## src/rtl/coin_pkg.sv

```systemverilog
// Shared constants for the coin/selection pulse conditioner: channel indices,
// coin values, default timing parameters and the pending-selection record.
package coin_pkg;
  localparam int NI        = 0;
  localparam int DI        = 1;
  localparam int QU        = 2;
  localparam int SODA      = 3;
  localparam int DIET      = 4;
  localparam int NUM_CH    = 5;
  localparam int NUM_COINS = 3;

  localparam int NI_CENTS = 5;
  localparam int DI_CENTS = 10;
  localparam int QU_CENTS = 25;

  localparam int DEF_DEBOUNCE_CYCLES = 4;
  localparam int DEF_SYNC_STAGES     = 2;

  typedef struct packed {
    logic vld;
    logic diet;
  } sel_pend_t;

  function automatic logic [7:0] sat_add(logic [7:0] a, logic [7:0] b);
    logic [8:0] s;
    s = {1'b0, a} + {1'b0, b};
    return s[8] ? 8'hff : s[7:0];
  endfunction
endpackage

```

## src/rtl/debounce_channel.sv

```systemverilog
// One input channel: flop synchronizer, stable-count debounce and a
// registered single-cycle rising-edge pulse of the debounced level.
module debounce_channel
  import coin_pkg::*;
#(
  parameter int DEBOUNCE_CYCLES = DEF_DEBOUNCE_CYCLES,
  parameter int SYNC_STAGES     = DEF_SYNC_STAGES
) (
  input  logic CLK,
  input  logic rst,
  input  logic raw,
  output logic rise
);
  logic [SYNC_STAGES-1:0] sync;
  logic [7:0]             cnt;
  logic                   level;
  logic                   prev;

  always_ff @(posedge CLK or negedge rst) begin
    if (!rst) begin
      sync  <= '0;
      cnt   <= '0;
      level <= 1'b0;
      prev  <= 1'b0;
      rise  <= 1'b0;
    end else begin
      sync <= {sync[SYNC_STAGES-2:0], raw};
      prev <= level;
      rise <= level & ~prev;
      // Any sample agreeing with the held level restarts the stability count.
      if (sync[SYNC_STAGES-1] == level) begin
        cnt <= '0;
      end else if (cnt == 8'(DEBOUNCE_CYCLES - 1)) begin
        level <= ~level;
        cnt   <= '0;
      end else begin
        cnt <= cnt + 8'd1;
      end
    end
  end
endmodule

```

## src/rtl/coin_pulse_conditioner.sv

```systemverilog
// Conditions raw coin/selection levels into arbitrated single-cycle pulses.
// Optional COIN_CREDIT_COUNT_EN adds a saturating credit_total output.
module coin_pulse_conditioner
  import coin_pkg::*;
#(
  parameter int DEBOUNCE_CYCLES = DEF_DEBOUNCE_CYCLES,
  parameter int SYNC_STAGES     = DEF_SYNC_STAGES
) (
  input  logic CLK,
  input  logic rst,
  input  logic ni_raw,
  input  logic di_raw,
  input  logic qu_raw,
  input  logic soda_raw,
  input  logic diet_raw,
  output logic ni,
  output logic di,
  output logic qu,
  output logic soda,
  output logic diet,
  output logic coin_err,
  output logic sel_err
`ifdef COIN_CREDIT_COUNT_EN
  , output logic [7:0] credit_total
`endif
);
  logic [NUM_CH-1:0]    raw;
  logic [NUM_CH-1:0]    rise;
  logic [NUM_COINS-1:0] coin_rise, pend, cand, grant, pend_nxt;
  logic                 coin_drop, sel_both, sel_one, sel_drop, sel_go;
  sel_pend_t            sel_pend, sel_cand, sel_nxt;

  assign raw = {diet_raw, soda_raw, qu_raw, di_raw, ni_raw};

  for (genvar g = 0; g < NUM_CH; g++) begin : g_ch
    debounce_channel #(
      .DEBOUNCE_CYCLES(DEBOUNCE_CYCLES),
      .SYNC_STAGES    (SYNC_STAGES)
    ) u_ch (
      .CLK (CLK),
      .rst (rst),
      .raw (raw[g]),
      .rise(rise[g])
    );
  end

  assign coin_rise = rise[QU:NI];

  always_comb begin
    // New edges compete with pending coins so an uncontended coin goes out at once.
    cand  = pend | coin_rise;
    grant = '0;
    if (cand[QU])      grant[QU] = 1'b1;
    else if (cand[DI]) grant[DI] = 1'b1;
    else if (cand[NI]) grant[NI] = 1'b1;
    pend_nxt  = (cand & ~grant) | (pend & coin_rise & grant);
    coin_drop = |(pend & coin_rise & ~grant);

    sel_both = rise[SODA] & rise[DIET];
    sel_one  = rise[SODA] ^ rise[DIET];
    sel_drop = sel_both | (sel_one & sel_pend.vld);
    sel_cand = sel_pend;
    if (!sel_pend.vld && sel_one) begin
      sel_cand.vld  = 1'b1;
      sel_cand.diet = rise[DIET];
    end
    // A selection waits until no coin is pending or being issued.
    sel_go  = sel_cand.vld && (cand == '0);
    sel_nxt = sel_go ? '0 : sel_cand;
  end

  always_ff @(posedge CLK or negedge rst) begin
    if (!rst) begin
      pend     <= '0;
      sel_pend <= '0;
      ni       <= 1'b0;
      di       <= 1'b0;
      qu       <= 1'b0;
      soda     <= 1'b0;
      diet     <= 1'b0;
      coin_err <= 1'b0;
      sel_err  <= 1'b0;
    end else begin
      pend     <= pend_nxt;
      sel_pend <= sel_nxt;
      ni       <= grant[NI];
      di       <= grant[DI];
      qu       <= grant[QU];
      soda     <= sel_go & ~sel_cand.diet;
      diet     <= sel_go & sel_cand.diet;
      coin_err <= coin_drop;
      sel_err  <= sel_drop;
    end
  end

`ifdef COIN_CREDIT_COUNT_EN
  logic [7:0] coin_val;

  always_comb begin
    coin_val = 8'd0;
    if (qu)      coin_val = 8'(QU_CENTS);
    else if (di) coin_val = 8'(DI_CENTS);
    else if (ni) coin_val = 8'(NI_CENTS);
  end

  always_ff @(posedge CLK or negedge rst) begin
    if (!rst) credit_total <= '0;
    else      credit_total <= sat_add(credit_total, coin_val);
  end
`endif
endmodule
```

## config.mk

```make
export PLATFORM = sky130hd
export DESIGN_NAME = coin_pulse_conditioner
export DESIGN_NICKNAME = d
export VERILOG_FILES = /design/src/rtl/coin_pkg.sv /design/src/rtl/debounce_channel.sv /design/src/rtl/coin_pulse_conditioner.sv
export SDC_FILE = /design/constraint.sdc
export NUM_CORES = 1
export LEC_CHECK = 0
export BUFFER_PORTS_ARGS = -buffer_cell sky130_fd_sc_hd__buf_2
export CORE_ASPECT_RATIO = 1.4
export CORE_MARGIN = 1
export CORE_UTILIZATION = 55
export DETAILED_ROUTE_END_ITERATION = 10
export GPL_ROUTABILITY_DRIVEN = 0
export PLACE_DENSITY_LB_ADDON = 0.25
export RECOVER_POWER = 50
export SLEW_MARGIN = 25
export SYNTH_ARGS = -nofsm -noshare
export SYNTH_HDL_FRONTEND = slang
export SYNTH_SLANG_ARGS = --single-unit
```

## constraint.sdc

```tcl
create_clock -name CLK -period 3.1 [get_ports CLK]
set_input_delay 0.31 -clock CLK [delete_from_list [all_inputs] [get_ports CLK]]
set_output_delay 0.31 -clock CLK [all_outputs]
set_load 0.03 [all_outputs]
```

# --- After elaboration in Yosys (flattened, before gate mapping) ---
# Index checks and enable logic that the tools add are counted.
classes:
  addsub: 5
  reduce_logical: 10
  eq_ne: 10
  n_mux: 17
  n_bitwise: 34
op_table:
  columns: ["operator", "n"]
  rows:
  - ["two-way mux 8 bit", 10]
  - ["adder 8 x 1 -> 8 bit (second input constant)", 5]
  - ["== test 8 x 2 -> 1 bit (second input constant)", 5]
  - ["NOT 1 bit", 16]
  - ["AND 3 bit", 4]
  - ["AND reduction 2 bit", 5]
  - ["AND 1 bit", 9]
  - ["two-way mux 2 bit", 3]
  - ["bitwise OR 3 bit", 2]
  - ["== test 1 bit", 5]
  - ["two-way mux 1 bit", 4]
  - ["zero test 3 bit", 1]
  - ["NOT 3 bit", 1]
  - ["OR reduction 3 bit", 1]
  - ["logical AND 1 bit", 2]
  - ["zero test 1 bit", 1]
  - ["bitwise OR 1 bit", 1]
  - ["bitwise XOR 1 bit", 1]
totals:
  word_cells: 111
  reg_bits: 77
  input_bits: 7
  output_inout_bits: 7

# --- Longest topological paths before layout ---
# Gate-level depths: netlist of run 1.
depth:
  depth_word: 7
  depth_mapped: 4
  ltp_nobuf: 4

# --- By module ---
# Synthesis of run 1 repeated with hierarchy kept, for this count alone.
unflattened:
  cells_unflattened: 276
  area_unflattened_um2: 3233.1
modules_own_cells:
  columns: ["mod", "area_each_um2", "n_inst", "seq_area_each_um2", "cells_per_inst"]
  rows:
  - ["debounce_channel", 549.3, 5, 325.3, 47]
  - ["coin_pulse_conditioner", 486.7, 1, 300.3, 41]

# --- Worst setup path before layout of run 1 ---
# OpenSTA, ideal clock, no wires.
synth_timing:
  path_type: "register to register"
  from: "reg g_ch[2].u_ch.cnt[0]"
  to: "reg g_ch[2].u_ch.level"
  t_required_ns: 2.972
  slack_ns: 1.449
  period_less_slack_ns: 1.651
  stages_incl_launch_ff: 5
  arrival_time_ns: 1.523
  path_buffers: 0
  setup_time_ns: 0.128
  path_cell_list: "dfrtp_1 > ha_1 > or4b_4 > nor4_2 > mux2_1"
synth_via:
  elab_chain_len: 2
synth_lines:
  columns: ["item", "line_no", "rtl"]
  rows:
  - ["start, declared", "debounce_channel.sv:15", "logic [7:0] cnt;"]
  - ["start signal, assigned", "debounce_channel.sv:37", "cnt <= cnt + 8'd1;"]
  - ["== test 8 x 2 -> 1 bit", "debounce_channel.sv:33", "end else if (cnt == 8'(DEBOUNCE_CYCLES - 1)) begin"]
  - ["AND reduction 2 bit (no line)", null, null]
  - ["end signal, assigned", "debounce_channel.sv:34", "level <= ~level;"]
  - ["end, declared", "debounce_channel.sv:16", "logic level;"]
# Every way passes these cells.
# A chain may end at the register's enable or synchronous reset.

# --- Worst setup path after layout of run 1 ---
# Same ends and word-level chain as after synthesis.

==> impl_results.md, run 1 <==
- Failing checks: capacitance limit, slew limit
- Synth Register Bits: 77
- Area delta synth->final: 11.26%
- Seq/Total Area, Yosys: 59.57%
- Wire length per cell: 13.55 um
- IO Port Bufs: 13
- Final WL: 4946 um
- Setup Viol. Count Final: 0
- Post-CTS Setup Bufs: 0
- CP max-delay cell: or4b_4
- Clock skew: 11.41 ps
- Die Area: 6196 sq um
- CP Data Required Time: 3330 ps
- Vias in the first global route: 2011
- Largest net degree at the start of global routing: 78
- Drc violations: 0
- Latest clock arrival within the worst-skew pair: 350 ps
- Period utilisation layout: 56.29%
- Starting DRT DRC Count: 94
- Hold Fails Final Rpt: 0
- Post-route ant nets: 0
- Root Driver: clkbuf_8
- Relative slew slack: -20.41%
- Kind of critical path: flip-flop to flip-flop
- Die W: 66.81 um
- Worst Max-Slew Pin Slew: 1806 ps
- Hold Crit Start: qu_raw
- Diode count: 0
- Num rows: 32
- WHS Endpoint: g_ch[2].u_ch.sync[0]
- Initial antenna violation count: 0
- Total iterations of the first detailed-routing run: 4
- Setup crit start kind: flip-flop
- Syn Area/Cell: 11.89 sq um
- Clk buf depth: 2
- Via count: 2027
- Slew Viols, Final: 78
- Crit path largest cell delay: 490 ps
- Mapped Cells: 272
- Num CTS Buffers: 9
- Cell depth of the worst hold path: 1
- Initial Utilization: 57.70%
- Clock transition at path regs: 70 ps
- Core region area: 5605 sq um
- Worst-path fanout max: 6
- RSZ-0062 raised after global routing: no
- First-pass GRT wire length: 8500 um
- Syn nets: 290
- Worst Path Buf+Inv: 0
- Worst path cell trace: ha_1 -> or4b_4 -> nor4_2 -> mux2_1
- Cell area power density: 839.9 nW/um^2
- CTS resizes: 0
- Hold WC Path Type: primary input to flip-flop
- Netlist cell types: 33
- Total GRT Usage: 18.96%
- Crit path capture type: flip-flop
- Max-cap violations: 1
- Reg2reg end: g_ch[2].u_ch.level
- Pwr Total: 3022 uW
- Final Net Count: 311
- Worst R2R Path Depth: 4
- CP top delay family: simple AND/OR/NAND/NOR gates
- H-tree levels: 3
- IO Count: 14
- Leak: 0.001612 uW
- Reg-to-Reg Start: g_ch[2].u_ch.cnt[0]
- Die height: 92.74 um
- CTS Hold Bufs: 0
- Gr ovfl total: 0
- Clock period minus worst slack: 1745 ps
- Post-DP HPWL: 3384 um
- Vias per inst: 5.553
- WP data arrival: 1970 ps
- Mapped Area: 3234 sq um
- R2R Setup Slk: 1360 ps
- Setup tns final: 0 ps
- CTS tree: built
- Peak VDD IR: 0.4426 mV
- Share of cells above drive strength 1: 12.46%
- Max Fclk: 0.5731 GHz
- Sink Count: 77
- Synthesis Warnings: 0
- Outcome: complete, but fails checks
[layer usage]
| metal | share of wire [%] | GRT usage (%) |
|---|---|---|
| met1 | 43 | 20.76 |
| met2 | 52 | 30.81 |
| met3 | 2.6 | 5.542 |
| met4 | 3.3 | 12.94 |
| met5 | 0 | 0 |
[logic make-up (layout without fill, tap and decap cells)]
logic type                 after synthesis  in the layout  synth area share [%]
xor gates and xnor gates                21             21                 5.686
and+or+nand+nor                        103            103                 17.60
DFF                                     77             77                 59.57
AOI/OAI and AO/OA                       43             43                 9.284
buffers and inverters                   10             35                 1.238
adders and majority gates               13             13                 4.874
muxes                                    5              5                 1.741
[state kept, by name, indices dropped and copies added, names as in the netlist]
register	count
sel_pend	2
qu	1
diet	1
g_ch.u_ch.rise	5
sel_err	1
g_ch.u_ch.cnt	40
ni	1
di	1
soda	1
g_ch.u_ch.sync	10
coin_err	1
pend	3
g_ch.u_ch.prev	5
g_ch.u_ch.level	5
[power by group]
part           switching, uW  internal (uW)  total (uW)
combinational            392            304         697
clock                    340            528         868
sequential               224           1230        1460
total                    957           2070        3020
[synth_stat cells]
master | instances | area [sq um]
a21o_1 | 3 | 22.52
a31o_2 | 1 | 8.760
nor4_2 | 3 | 37.54
xnor2_1 | 10 | 87.58
nor2_1 | 27 | 101.4
nor3_1 | 1 | 5.000
mux2_1 | 5 | 56.30
or3_1 | 15 | 93.84
nand2_1 | 11 | 41.29
buf_2 | 2 | 10.01
nand3b_1 | 1 | 7.510
nor4b_1 | 1 | 8.760
ha_1 | 11 | 137.6
or2_1 | 1 | 6.260
or4b_4 | 3 | 41.29
and2_1 | 6 | 37.54
a22o_1 | 1 | 8.760
nand3_1 | 20 | 100.1
xor2_1 | 11 | 96.34
maj3_1 | 2 | 20.02
o21ai_1 | 1 | 5.000
o21ai_0 | 15 | 75.07
dfrtp_1 | 77 | 1927
a21oi_1 | 18 | 90.09
a22oi_1 | 1 | 7.510
nand2b_1 | 1 | 6.260
nor4_1 | 2 | 12.51
clkbuf_1 | 1 | 3.750
inv_1 | 7 | 26.28
nor3b_1 | 1 | 7.510
o41ai_4 | 3 | 82.58
nor2b_1 | 5 | 31.28
nand4_1 | 5 | 31.28
[stage by stage]
stage / utilization [%] / area, sq um / hold slack [ps] / setup WS, ps / instances
2_1_floorplan: - / 3234 / 14.41 / 1449 / 272
3_3_place_gp: 60.18 / 3373 / 332.4 / 1411 / 350
3_5_place_dp: 60.18 / 3373 / 335.8 / 1372 / 350
4_1_cts: 64.24 / 3601 / 45.87 / 1341 / 365
5_1_grt: 64.20 / 3598 / 48.36 / 1161 / 365
6_report: 64.20 / 3598 / 64.42 / 1355 / 365
[layout by cell type, fill, tap and decap left out, types with 5 or more instances in the layout]
cell type / count
o21ai_0: 15
inv_1: 7
dfrtp_1: 77
or3_1: 15
nand4_1: 5
buf_2: 12
and2_1: 6
mux2_1: 5
ha_1: 11
nand2_1: 11
xnor2_1: 10
a21oi_1: 18
nor2b_1: 5
nor2_1: 27
xor2_1: 11
clkbuf_8: 9
nand3_1: 20
[worst max path at each step]
| stage | startpoint | to | slack, ps | cells past startpoint |
|---|---|---|---|---|
| finish | g_ch[2].u_ch.cnt[0] | g_ch[2].u_ch.level | 1360 | 4 |
| global route | rst | g_ch[1].u_ch.cnt[4] | 1160 | 1 |
| CTS | g_ch[1].u_ch.cnt[0] | g_ch[1].u_ch.level | 1340 | 4 |
| detailed placement | g_ch[1].u_ch.cnt[0] | g_ch[1].u_ch.level | 1370 | 4 |
| global placement | g_ch[0].u_ch.cnt[0] | g_ch[0].u_ch.level | 1410 | 4 |
| floorplan | g_ch[2].u_ch.cnt[0] | g_ch[2].u_ch.level | 1450 | 4 |
[area by class of cell]
type,instances,area (sq um)
clock inverter,5,100.1
tap,68,85.08
sequential,77,1927
multi-input combinational,185,1267
fill,461,2007
timing repair buffer,13,65.06
clock buffer,10,127.6
inverter,7,26.28
No activity file was read; power rests on OpenSTA's default activity.
==> run 2: changes to the inputs <==
--- a/config.mk
+++ b/config.mk
@@ -5,6 +5,7 @@
 export SDC_FILE = /design/constraint.sdc
 export NUM_CORES = 1
 export LEC_CHECK = 0
+export ABC_AREA = 1
 export BUFFER_PORTS_ARGS = -buffer_cell sky130_fd_sc_hd__buf_2
 export CORE_ASPECT_RATIO = 1.4
 export CORE_MARGIN = 1
==> constraint.sdc (replaced) <==
create_clock -name CLK -period 1.8 [get_ports CLK]
set_input_delay 0.18 -clock CLK [delete_from_list [all_inputs] [get_ports CLK]]
set_output_delay 0.18 -clock CLK [all_outputs]
set_load 0.03 [all_outputs]
==> run 2 against run 1 <==
The run now ends clean. Clock power increased by 67%. Sequential cell count is the same. Clock-buffer cell count grew 2. Routed wire length is 8.5% higher. Worst setup slack worse by 810 ps. Power grew 69%. Utilization is 1.5 points higher. Hold slack improved by 290 ps. Via count is 21% higher. Critical path depth up 2. Register-to-register slack lost 810 ps. Critical path type unchanged.
==> impl_results.md, run 2 <==
- Final WL: 5364 um
- Syn nets: 406
- Gr ovfl total: 0
- Reg-to-Reg Start: g_ch[4].u_ch.cnt[0]
- Synth top area share: 55.92%
- Final Net Count: 437
- Outcome: completed
- Max Fclk: 0.7956 GHz
- Core region area: 5946 sq um
- Worst-path fanout max: 5
- Async S/R FF share, synth: 100.0%
- Die Area: 6590 sq um
- Most frequent cells in the layout: 92 x nand2_1, 77 x dfrtp_1, 69 x nor2_1
- Cell area power density: 1305 nW/um^2
- Die W: 68.90 um
- Kind of critical path: flip-flop to flip-flop
- Sw frac: 33.35%
- IO Port Bufs: 13
- Diode count: 0
- H-tree levels: 3
- Max-cap violations: 0
- Post-synth EDFFs: 0
- Largest register FFs: 40
- Post-synth top cells: 92 x nand2_1, 77 x dfrtp_1, 69 x nor2_1
- Post-CTS Setup Bufs: 0
- Slew Viols, Final: 0
- Via count: 2443
- R2R Setup Slk: 540 ps
- Root Driver: clkbuf_8
- Fillers: 478
- Setup crit start kind: flip-flop
- Power share of the combinational group: 24.2%
- Drc violations: 0
- Post-DP HPWL: 3773 um
- IO Count: 14
- Area delta synth->final: 13.29%
- Vias per inst: 4.945
- Netlist cell types: 21
- Commonest non-fill, non-tap cell in the layout: nand2_1
- Setup tns final: 0 ps
- Post-route ant nets: 0
- Reg2reg end: g_ch[4].u_ch.cnt[0]
- Largest regs: g_ch.u_ch.cnt: 40 flops, g_ch.u_ch.sync: 10 flops
- Clock power frac: 28.6%
- Num rows: 33
- Total iterations of the first detailed-routing run: 5
- Initial Utilization: 57.95%
- Most flops, register: g_ch.u_ch.cnt
- Crit path capture type: flip-flop
- Seq/Total Area, Yosys: 55.92%
- Period utilisation layout: 69.82%
- RSZ-0062 raised after global routing: no
- Clock transition at path regs: 80 ps
- Initial antenna violation count: 0
- Latest clock arrival within the worst-skew pair: 350 ps
- Placed cells: 472
- Share of cells above drive strength 1: 13.92%
- Main synth FF type: dfrtp_1
- Syn Area/Cell: 8.881 sq um
- Post-DP Area: 3621 sq um
- CTS Hold Bufs: 6
- Synth area leader: dfrtp_1
- CTS resizes: 0
- Most common cell in the synthesized netlist: nand2_1
- WHS Endpoint: g_ch[0].u_ch.sync[1]
- Worst Max-Slew Pin Slew: 644.5 ps
- Clock period minus worst slack: 1257 ps
- Num CTS Buffers: 9
- Final Util: 65.66%
- First-pass GRT wire length: 9404 um
- Internal power: 3395 uW
- Worst R2R Path Depth: 6
- Die height: 95.66 um
- CP Data Required Time: 2040 ps
- Starting DRT DRC Count: 153
- Setup Viol. Count Final: 0
- Cell area after layout: 3904 sq um
- Clock skew: 8.787 ps
- Clk buf depth: 2
- Switching power total: 1699 uW
- Mapped Area: 3446 sq um
- Relative slew slack: 57.03%
- Cell depth of the worst hold path: 0
- Fin cells: 494
- Sink Count: 77
- Leak: 0.001926 uW
- Mapped Cells: 388
- Synth area leaders: dfrtp_1 56%, nand2_1 10%, nor2_1 7.5%, inv_1 5.9%, ha_1 4.0%
- WP data arrival: 1490 ps
- Total GRT Usage: 19.52%
- Wire length per cell: 10.86 um
- Reg power frac: 47.3%
- Hold Crit Start: g_ch[0].u_ch.sync[0]
- CTS tree: built
- Synth Register Bits: 77
- Synthesis Warnings: 0
- Hold WC Path Type: flip-flop to flip-flop
- Hold Fails Final Rpt: 0
- Peak VDD IR: 0.7245 mV
- Vias in the first global route: 2312
- Largest net degree at the start of global routing: 53
==> run 2: cell types whose count changed after synthesis, moves of 9 or more <==
| cell | change |
|---|---|
| o21ai_0 | -11 |
| a21oi_1 | -15 |
| nor2_2 | +14 |
| nand2_1 | +81 |
| nor2_1 | +42 |
| nand2_2 | +9 |
| or3_1 | -15 |
| inv_1 | +47 |
==> run 2: area by class of cell <==
class / instances / area [sq um] / share of cell area (%)
Sequential cell: 77 / 1927 / 49.36
Multi-Input combinational cell: 257 / 1316 / 33.72
Inverter: 54 / 202.7 / 5.192
Clock buffer: 12 / 155.1 / 3.974
Timing Repair Buffer: 20 / 145.1 / 3.718
Tap cell: 70 / 87.58 / 2.244
Clock inverter: 4 / 70.07 / 1.795
==> run 2: through the flow <==
stage / worst slack [ps] / power, uW / hold slack (ps)
global route: 420.0 / 5449 / 360.1
detailed placement: 556.7 / 3663 / 110.9
global placement: 618.5 / 3589 / 105.2
CTS: 556.5 / 5152 / 279.8
floorplan: 656.2 / 3324 / -115.6
finish: 543.2 / 5094 / 350.8
==> run 2: cell families (layout without fill, tap and decap cells) <==
group | after synthesis | after routing | share of synthesized area, %
compound gates | 14 | 14 | 2.142
xor+xnor | 19 | 19 | 5.483
fa+ha+maj | 11 | 11 | 3.994
buf+inv | 54 | 90 | 5.882
flops | 77 | 77 | 55.92
simple gates | 213 | 213 | 26.58
==> run 2: worst max-delay path, cell delays in order, from the launching register on <==
cell and delay, ps:
dfrtp_1 450, ha_1 200, nand2_1 50, nor2_1 150, nand2_1 100, nand2_2 130, nor2_1 60
==> run 2: worst max-delay path by stage <==
stage | endpoint | startpoint | slack (ps) | cells after the start
2_1_floorplan | diet | g_ch[4].u_ch.rise | 660 | 5
3_5_place_dp | sel_pend[0] | g_ch[4].u_ch.rise | 560 | 5
5_1_grt | diet | g_ch[4].u_ch.rise | 420 | 5
3_3_place_gp | diet | g_ch[4].u_ch.rise | 620 | 5
6_report | g_ch[4].u_ch.cnt[0] | g_ch[4].u_ch.cnt[0] | 540 | 6
4_1_cts | diet | g_ch[4].u_ch.rise | 560 | 5
==> run 2: metal layers <==
metal | part of all wire [%] | track usage (%) | vias to the layer above
li1 | - | - | 1236
met1 | 44 | 23.15 | 1167
met2 | 51 | 32.44 | 32
met3 | 2.7 | 4.665 | 8
met4 | 2.1 | 9.354 | 0
met5 | 0 | 0 | -
==> run 2: power by group through the flow <==
| stage | Combinational (uW) | Clock (uW) | Sequential (uW) |
|---|---|---|---|
| floorplan | 851 | 0 | 2470 |
| global placement | 1170 | 0 | 2420 |
| detailed placement | 1220 | 0 | 2440 |
| CTS | 1260 | 1480 | 2410 |
| global route | 1420 | 1550 | 2480 |
| finish | 1230 | 1450 | 2410 |
